<file path="config.mk">
export PLATFORM = sky130hd
export DESIGN_NAME = multiplexer2to1_arbiter
export DESIGN_NICKNAME = d
export VERILOG_FILES = /design/src/rtl/multiplexer2to1_arbiter.sv
export SDC_FILE = /design/constraint.sdc
export NUM_CORES = 1
export LEC_CHECK = 0
export BUFFER_PORTS_ARGS = -buffer_cell sky130_fd_sc_hd__buf_4
export CAP_MARGIN = 20
export CORE_AREA = 2 2 39 41
export CTS_CLUSTER_DIAMETER = 40
export CTS_CLUSTER_SIZE = 16
export DETAILED_ROUTE_END_ITERATION = 8
export DIE_AREA = 0 0 41 43
export PLACE_DENSITY = 0.58
export SYNTH_ARGS = -nofsm -noshare
export SYNTH_HDL_FRONTEND = slang
export SYNTH_SLANG_ARGS = --single-unit
</file>
<file path="constraint.sdc">
create_clock -name clock_i -period 2.46 [get_ports clock_i]
set_input_delay 0.615 -clock clock_i [delete_from_list [all_inputs] [get_ports clock_i]]
set_output_delay 0.615 -clock clock_i [all_outputs]
set_load 0.02 [all_outputs]
</file>
<file path="src/rtl/multiplexer2to1_arbiter.sv">
// rtl/multiplexer2to1_arbiter.sv - round-robin arbiter driving the select line of a shared 2-to-1 mux
module multiplexer2to1_arbiter #(
    parameter int MAX_HOLD_CYCLES = 8
) (
    input  logic       clock_i,
    input  logic       reset_i,
    input  logic [1:0] request_i,
    output logic [1:0] grant_o,
    output logic       selection_o,
    output logic       busy_o,
    output logic       grant_changed_o
);

    localparam int HW = $clog2(MAX_HOLD_CYCLES);
    localparam logic [HW-1:0] HOLD_LAST = HW'(MAX_HOLD_CYCLES - 1);

    typedef enum logic [1:0] {
        IDLE   = 2'd0,
        GRANT0 = 2'd1,
        GRANT1 = 2'd2
    } state_t;

    state_t        state_q;
    logic [1:0]    grant_q;
    logic          selection_q;
    logic          busy_q;
    logic          grant_changed_q;
    logic          last_granted_q;
    logic [HW-1:0] hold_count_q;

    logic enter_d;
    logic owner_d;
    logic idle_d;
    logic cur_owner;

    assign cur_owner = (state_q == GRANT1);

    // Arbitration decision for the coming edge: enter a new grant, drop to idle, or hold.
    always_comb begin
        enter_d = 1'b0;
        owner_d = 1'b0;
        idle_d  = 1'b0;
        case (state_q)
            IDLE: begin
                if (request_i != 2'b00) begin
                    enter_d = 1'b1;
                    owner_d = (request_i == 2'b11) ? ~last_granted_q : request_i[1];
                end
            end
            GRANT0, GRANT1: begin
                if (!request_i[cur_owner]) begin
                    if (request_i[~cur_owner]) begin
                        enter_d = 1'b1;
                        owner_d = ~cur_owner;
                    end else begin
                        idle_d = 1'b1;
                    end
                end else if (request_i[~cur_owner] && hold_count_q == HOLD_LAST) begin
                    enter_d = 1'b1;
                    owner_d = ~cur_owner;
                end
            end
            default: idle_d = 1'b1;
        endcase
    end

    always_ff @(posedge clock_i) begin
        if (reset_i) begin
            state_q         <= IDLE;
            grant_q         <= 2'b00;
            selection_q     <= 1'b0;
            busy_q          <= 1'b0;
            grant_changed_q <= 1'b0;
            last_granted_q  <= 1'b1;
            hold_count_q    <= '0;
        end else if (enter_d) begin
            state_q         <= owner_d ? GRANT1 : GRANT0;
            grant_q         <= owner_d ? 2'b10 : 2'b01;
            selection_q     <= owner_d;
            busy_q          <= 1'b1;
            grant_changed_q <= 1'b1;
            last_granted_q  <= owner_d;
            hold_count_q    <= '0;
        end else if (idle_d) begin
            state_q         <= IDLE;
            grant_q         <= 2'b00;
            busy_q          <= 1'b0;
            grant_changed_q <= 1'b0;
            hold_count_q    <= '0;
        end else begin
            grant_changed_q <= 1'b0;
            // Saturate rather than wrap so an uncontested owner can be preempted immediately later.
            if (state_q != IDLE && hold_count_q != HOLD_LAST) begin
                hold_count_q <= hold_count_q + 1'b1;
            end
        end
    end

    assign grant_o         = grant_q;
    assign selection_o     = selection_q;
    assign busy_o          = busy_q;
    assign grant_changed_o = grant_changed_q;

endmodule

</file>
==> flow_summary_export.csv, run 1 <==
group,metric,value,unit
route,drc,0,
critical_path,cp_slowest_cell,"dfxtp_1",
final_layout,nets,75,
sta,min_period_over_period,70.29,%
route,ant_nets,0,
final_layout,fin_util,43.67,%
sta,tightest_slew,0.3644,ns
sta,slew_violations,0,
synth,ys_types,24,
global_routing,grt_pass1_vias,397,
route,dr.pass1.iters,4,
flow_run,cap_viol_max_count,0,
floorplanning,io_pins,9,
floorplanning,die_h,43,µm
clock_tree,cts_sinks,9,
clock_tree,clockBufferDepth,2,
critical_path,path_max_fanout,5,
route,wl,937,µm
clock_tree,cts_made_buffers,3,
power_and_ir_drop,power.leakage,0.2802,nW
synth,synthTopCellsByArea,"dfxtp_1 36%, ha_1 13%, mux2i_1 8.0%",
synth,yosysSeqAreaShare,36.18,%
route,wl_per_cell,11.57,µm
clock_tree,postCtsSetupRepairBufs,0,
synth,synth_top_area_share,36.18,%
synth,synth_area_per_cell,9.396,µm²
synth,synth_edf_count,0,
status,outcome,"completed",
clock_tree,root_buffer,"clkbuf_4",
final_layout,multi_input_comb_area,302.8,µm²
synth,synth_top_area_cell,"dfxtp_1",
critical_path,end_kind,"flip-flop",
power_and_ir_drop,powerDensity,951.0,nW/µm²
clock_tree,hold_buffers,0,
synth,syn_inst,53,
final_layout,fill_cells,149,
global_routing,grt_max_degree,8,
floorplanning,core_area,1384,µm²
global_routing,antenna_found_initial,0,
clock_tree,insertion_delay,0.25,ns
place,dp_hpwl,736.6,µm
floorplanning,die_w,41,µm
sta,setup_viol,0,
critical_path,arrival,1.89,ns
clock_tree,cts_resized,0,
global_routing,grt_pass1_wl,1635,µm
power_and_ir_drop,peakVddDrop,355.6,µV
critical_path,cp_cell_sequence,"inv_1, ha_1, o21a_1, a21oi_1, nor3_2, nor4_1",
route,drt_first_iter_violations,4,
critical_path,crit_type,"flip-flop to flip-flop",
floorplanning,rows,14,
synth,synth_commonest_cells,"9 x dfxtp_1, 5 x ha_1, 5 x nor2_1",
route,drt-vias-per-instance,5.074,
final_layout,synthToLayoutAreaGrowth,21.36,%
sta,min_period,1.729,ns
sta,max_slew_margin,75.71,%
synth,yosysWarnings,0,
floorplanning,dieArea,1763,µm²
global_routing,grt_usage,14.01,%
clock_tree,cts.clk_slew.worst_paths,0.05,ns
hold_path,hold_class,"flip-flop to flip-flop",
synth,synth_fp_nets,62,
critical_path,worstPathRequired,2.62,ns
final_layout,n_antenna_cell,0,
synth,ys.flop_type,"dfxtp_1",
clock_tree,htreeDepth,1,
clock_tree,cts_tree,"yes",
final_layout,layout-drive-gt1-share,23.08,%
critical_path,worstSetupStartpointType,"flip-flop",
place,gp_congestion,0.7624,
floorplanning,initial_core_util,35.99,%
sta,skew,0.0008077,ns
sta,tns,0,ns
sta,finalHoldViolCount,0,
sta,rsz0062_at_grt,"no",
critical_path,slowest_delay,0.40,ns
final_layout,final-seq-area,180.2,µm²
place,io_buffers,8,
synth,netlist_area,498.0,µm²
sta,fmax,578.3,MHz
synth,synth-seq-cells,9,
synth,synthArstFlopShare,0,%
power_and_ir_drop,finalPower,0.5747,mW
route,route.vias.total,411,
synth,yosysMostFrequentCell,"dfxtp_1",
global_routing,grt_overflow,0,
[kinds of logic (layout without fill, tap and decap cells)]
logic type | count (synthesis) | in the layout | synth area share, %
muxes | 4 | 4 | 8.041
and+or+nand+nor | 16 | 16 | 18.34
buffers and inverters | 4 | 16 | 3.014
AOI/OAI and AO/OA | 14 | 14 | 20.10
adders and majority gates | 5 | 5 | 12.56
DFF | 9 | 9 | 36.18
xor gates and xnor gates | 1 | 1 | 1.759
[routing by layer]
layer,share of wire [%],global-route usage [%],wire length [µm],vias to the layer above
li1,-,-,-,218
met1,49,17.92,457,185
met2,46,19.69,433,6
met3,3.5,1.571,33,2
met4,1.3,12.00,12,0
met5,0,0,0,-
[area by class of cell]
| type | instances | share of cell area, % |
|---|---|---|
| clock buffer | 4 | 4.348 |
| inverter | 4 | 2.484 |
| multi-input combinational | 40 | 50.10 |
| sequential | 9 | 29.81 |
| tap | 16 | 3.313 |
| timing repair buffer | 8 | 9.938 |
[cells in the final DEF (no fill, tap or decap)]
cell type / count
buf_4: 8
nor2_1: 5
nor2b_1: 1
nor3_2: 1
o31ai_1: 1
o211ai_1: 2
dfxtp_1: 9
a21o_1: 1
a21oi_1: 4
a22o_1: 1
mux2i_1: 4
xnor2_1: 1
o21a_1: 1
ha_1: 5
o21ai_0: 1
a31o_2: 1
or3_4: 1
clkbuf_1: 1
nand2_1: 2
nand2b_1: 1
o311a_1: 1
nor4_1: 3
clkbuf_4: 3
nand3_1: 1
nand3b_1: 1
inv_1: 4
o21ba_2: 1
[per-stage QoR]
step / instance area, µm² / std cells / hold slack, ns / setup slack, ns
after floorplan: 498.0 / 53 / 0.4747 / 0.7361
after global placement: 578.1 / 77 / 0.4502 / 0.7673
after detailed placement: 578.1 / 77 / 0.4536 / 0.7435
after CTS: 604.3 / 81 / 0.4638 / 0.7326
after global routing: 604.3 / 81 / 0.4765 / 0.5846
final: 604.3 / 81 / 0.4606 / 0.7308
[critical path, delay by kind of cell, from the launching register on]
kind / cells / cell delay [ns]
AOI/OAI and AO/OA: 2 / 0.44
adders and majority gates: 1 / 0.34
buffers and inverters: 1 / 0.06
DFF: 1 / 0.40
and+or+nand+nor: 2 / 0.40
[flip-flops by register name, summed over array words and instances (netlist names)]
signal	flops
selection_o	1
busy_o	1
hold_count_q	3
grant_o	2
grant_changed_o	1
last_granted_q	1
[report_power, final]
| group | switching [mW] | internal [mW] | total [mW] |
|---|---|---|---|
| clock | 0.0434 | 0.0620 | 0.105 |
| sequential | 0.0182 | 0.175 | 0.194 |
| combinational | 0.154 | 0.121 | 0.276 |
[worst paths after layout]
| path | slack (ns) | cells past startpoint | to | startpoint |
|---|---|---|---|---|
| hold / removal | 0.46 | 2 | busy_o$_SDFFE_PP0P_ | busy_o$_SDFFE_PP0P_ |
| setup / recovery | 0.73 | 6 | hold_count_q[1]$_SDFFE_PP0P_ | grant_o[1]$_SDFFE_PP0P_ |
| hold reg to reg | 0.46 | 2 | busy_o$_SDFFE_PP0P_ | busy_o$_SDFFE_PP0P_ |
| setup reg to reg | 0.73 | 6 | hold_count_q[1]$_SDFFE_PP0P_ | grant_o[1]$_SDFFE_PP0P_ |
Power figures use the tool's default switching activity.
==> run 2, diff against run 1 <==
- ABC_AREA: not set -> 1
- PLACE_DENSITY: 0.58 -> 0.59
- clock period: 2.46 -> 1.6 ns (I/O delays scaled with it)
==> run 2 against run 1 <==
  * Sequential cell count is the same
  * Via count up 0.73%
  * Cell area increased by 1.0%
  * Worst hold slack got worse by 0.15 ns
  * Global-route usage down 0.99 points
  * Combinational power up 130%
  * Clock skew hardly changed
  * Non-clock buffer count did not move
  * Critical path type unchanged
  * Critical endpoint is now hold_count_q[0]$_SDFFE_PP0P_
  * Clock power increased by 67%
==> flow_summary_export.csv, run 2 <==
group,metric,value,unit
synth,yosysMostFrequentCell,"nand2_1",
sta,slew_violations,0,
power_and_ir_drop,sw_frac_of_total,45.33,%
power_and_ir_drop,internal-power,0.6359,mW
status,outcome,"completed",
synth,synth-seq-cells,9,
sta,setup_viol,0,
clock_tree,clockBufferDepth,2,
global_routing,grt_busiest_layer,"met1",
sta,rsz0062_at_grt,"no",
clock_tree,cts_made_buffers,3,
global_routing,grt_overflow,0,
route,dr.pass1.iters,4,
floorplanning,dieArea,1763,µm²
synth,yosysWarnings,0,
critical_path,slowest_delay,0.42,ns
final_layout,multi_input_comb_area,290.3,µm²
clock_tree,cts.clk_slew.worst_paths,0.06,ns
synth,netlist_area,504.2,µm²
hold_path,hold_class,"input port to flip-flop",
final_layout,regMostFlops,"hold_count_q",
place,dp_hpwl,677.1,µm
floorplanning,initial_core_util,36.44,%
place,io_buffers,8,
global_routing,met1_usage,18.95,%
final_layout,fin_util,44.12,%
place,place_area,584.3,µm²
hold_path,hold_path_end,"grant_o[1]$_SDFFE_PP0P_",
synth,synthTopCellsByArea,"dfxtp_1 36%, ha_1 12%, nand2_1 8.9%",
synth,syn_inst,61,
route,drt-vias-per-instance,4.652,
clock_tree,cts_tree,"yes",
critical_path,timing.rr.start,"grant_o[1]$_SDFFE_PP0P_",
route,ant_nets,0,
sta,tns,0,ns
sta,max_slew_margin,81.42,%
power_and_ir_drop,p_comb_share,54.6,%
sta,finalHoldViolCount,0,
hold_path,hold_depth,2,
critical_path,cp_slowest_cell,"dfxtp_1",
global_routing,grt_usage,13.02,%
clock_tree,hold_buffers,0,
critical_path,reg2reg_slack,0.16,ns
critical_path,worstSetupStartpointType,"flip-flop",
route,wl,850,µm
clock_tree,postCtsSetupRepairBufs,0,
sta,min_period_over_period,90.05,%
final_layout,nets,83,
global_routing,grt_pass1_vias,365,
power_and_ir_drop,pwr-share-clk,15.0,%
power_and_ir_drop,pwr-share-seq,30.4,%
power_and_ir_drop,powerDensity,1905,nW/µm²
sta,fmax,694.0,MHz
synth,synth_top_area_cell,"dfxtp_1",
synth,synth_fp_nets,70,
sta,tightest_slew,0.2768,ns
final_layout,largest_register_ffs,3,
critical_path,r2r_cells,6,
power_and_ir_drop,power_switching,0.5273,mW
route,route.vias.total,414,
synth,synth_edf_count,0,
sta,skew,0.001183,ns
power_and_ir_drop,peakVddDrop,935.8,µV
synth,ys.flop_type,"dfxtp_1",
final_layout,n_antenna_cell,0,
clock_tree,cts_resized,0,
clock_tree,root_buffer,"clkbuf_4",
floorplanning,core_area,1384,µm²
sta,min_period,1.441,ns
final_layout,final-seq-area,180.2,µm²
global_routing,antenna_found_initial,0,
floorplanning,rows,14,
final_layout,synthToLayoutAreaGrowth,21.09,%
global_routing,grt_max_degree,8,
flow_run,cap_viol_max_count,0,
synth,yosysSeqAreaShare,35.73,%
clock_tree,cts_sinks,9,
synth,synth_area_per_cell,8.266,µm²
critical_path,cp_cell_sequence,"inv_1, ha_1, o21ai_1, inv_2, nand3_4, nor2_1",
floorplanning,die_h,43,µm
route,drc,0,
synth,ys_types,18,
sta,holdWs,0.3145,ns
power_and_ir_drop,finalPower,1.163,mW
critical_path,arrival,1.60,ns
floorplanning,die_w,41,µm
power_and_ir_drop,power.leakage,0.2792,nW
route,drt_first_iter_violations,7,
synth,synth_top_area_share,35.73,%
synth,synthArstFlopShare,0,%
critical_path,r2r-end,"hold_count_q[0]$_SDFFE_PP0P_",
route,wl_per_cell,9.551,µm
critical_path,end_kind,"flip-flop",
global_routing,use_met2,14.69,%
critical_path,worstPathRequired,1.76,ns
critical_path,path_max_fanout,5,
floorplanning,io_pins,9,
final_layout,final_cell_area,610.6,µm²
final_layout,final_common_cell,"nand2_1",
clock_tree,insertion_delay,0.26,ns
global_routing,met3_usage,3.141,%
synth,synth_commonest_cells,"12 x nand2_1, 9 x dfxtp_1, 8 x inv_1, 5 x ha_1, 4 x nor2_1",
global_routing,grt_pass1_wl,1497,µm
hold_path,min_from,"reset_i",
final_layout,fill_cells,146,
place,gp_congestion,0.7300,
clock_tree,htreeDepth,1,
final_layout,layout-drive-gt1-share,32.88,%
critical_path,crit_type,"flip-flop to flip-flop",
final_layout,final_cell_mix,"12 x nand2_1, 9 x dfxtp_1, 8 x inv_1, 8 x buf_4, 5 x ha_1",
-- run 2: changes by cell type in the layout (fill, tap and decap cells not counted), moves of 2 or more --
cell	delta
a21oi_1	-2
a21oi_2	+3
inv_1	+4
mux2i_1	-4
nand2_1	+10
nand2_2	+3
nand3_2	+3
nor4_1	-3
o211ai_1	-2
o21ai_0	+2
-- run 2: final cells by class --
cell class	count	share of cell area [%]
flip-flops and latches	9	29.51
clock buffers	4	4.303
multi-input cells	43	47.54
inverters	9	5.533
repair buffers	8	9.836
well taps	16	3.279
-- run 2: worst max-delay path by stage --
stage | startpoint | to | slack [ns] | cells past startpoint
after floorplan | grant_o[0]$_SDFFE_PP0P_ | hold_count_q[0]$_SDFFE_PP0P_ | 0.16 | 6
after global placement | grant_o[0]$_SDFFE_PP0P_ | hold_count_q[1]$_SDFFE_PP0P_ | 0.17 | 6
after detailed placement | grant_o[0]$_SDFFE_PP0P_ | hold_count_q[1]$_SDFFE_PP0P_ | 0.16 | 6
after CTS | grant_o[0]$_SDFFE_PP0P_ | hold_count_q[0]$_SDFFE_PP0P_ | 0.15 | 6
after global routing | grant_o[0]$_SDFFE_PP0P_ | hold_count_q[0]$_SDFFE_PP0P_ | 0.01 | 6
final | grant_o[1]$_SDFFE_PP0P_ | hold_count_q[0]$_SDFFE_PP0P_ | 0.16 | 6
-- run 2: cell families after synthesis --
group	synth area share [%]
simple gates	30.52
xor+xnor	1.737
fa+ha+maj	12.41
flops	35.73
compound gates	12.90
buf+inv	6.699
-- run 2: worst max-delay path, delay by kind of cell, from the launching register on --
family,cells,cell delay (ns)
fa+ha+maj,1,0.33
compound gates,1,0.27
flops,1,0.42
simple gates,2,0.15
buf+inv,2,0.17
-- run 2: power groups by stage --
stage	combinational, mW	sequential (mW)	clock (mW)
detailed placement	0.641	0.360	0
global placement	0.639	0.361	0
global route	0.710	0.364	0.193
CTS	0.643	0.354	0.179
floorplan	0.413	0.418	0
finish	0.635	0.353	0.175
-- run 2: per-stage QoR --
step                setup WS, ns  std cells
global placement          0.1746         85
floorplan                 0.1559         61
global route             0.01193         89
finish                    0.1592         89
CTS                       0.1486         89
detailed placement        0.1559         85
-- run 2: metal layers --
metal / part of all wire (%) / vias to the layer above
met5: 0 / -
met4: 3.8 / 0
met3: 3.8 / 5
met2: 38 / 9
met1: 54 / 180
li1: - / 220
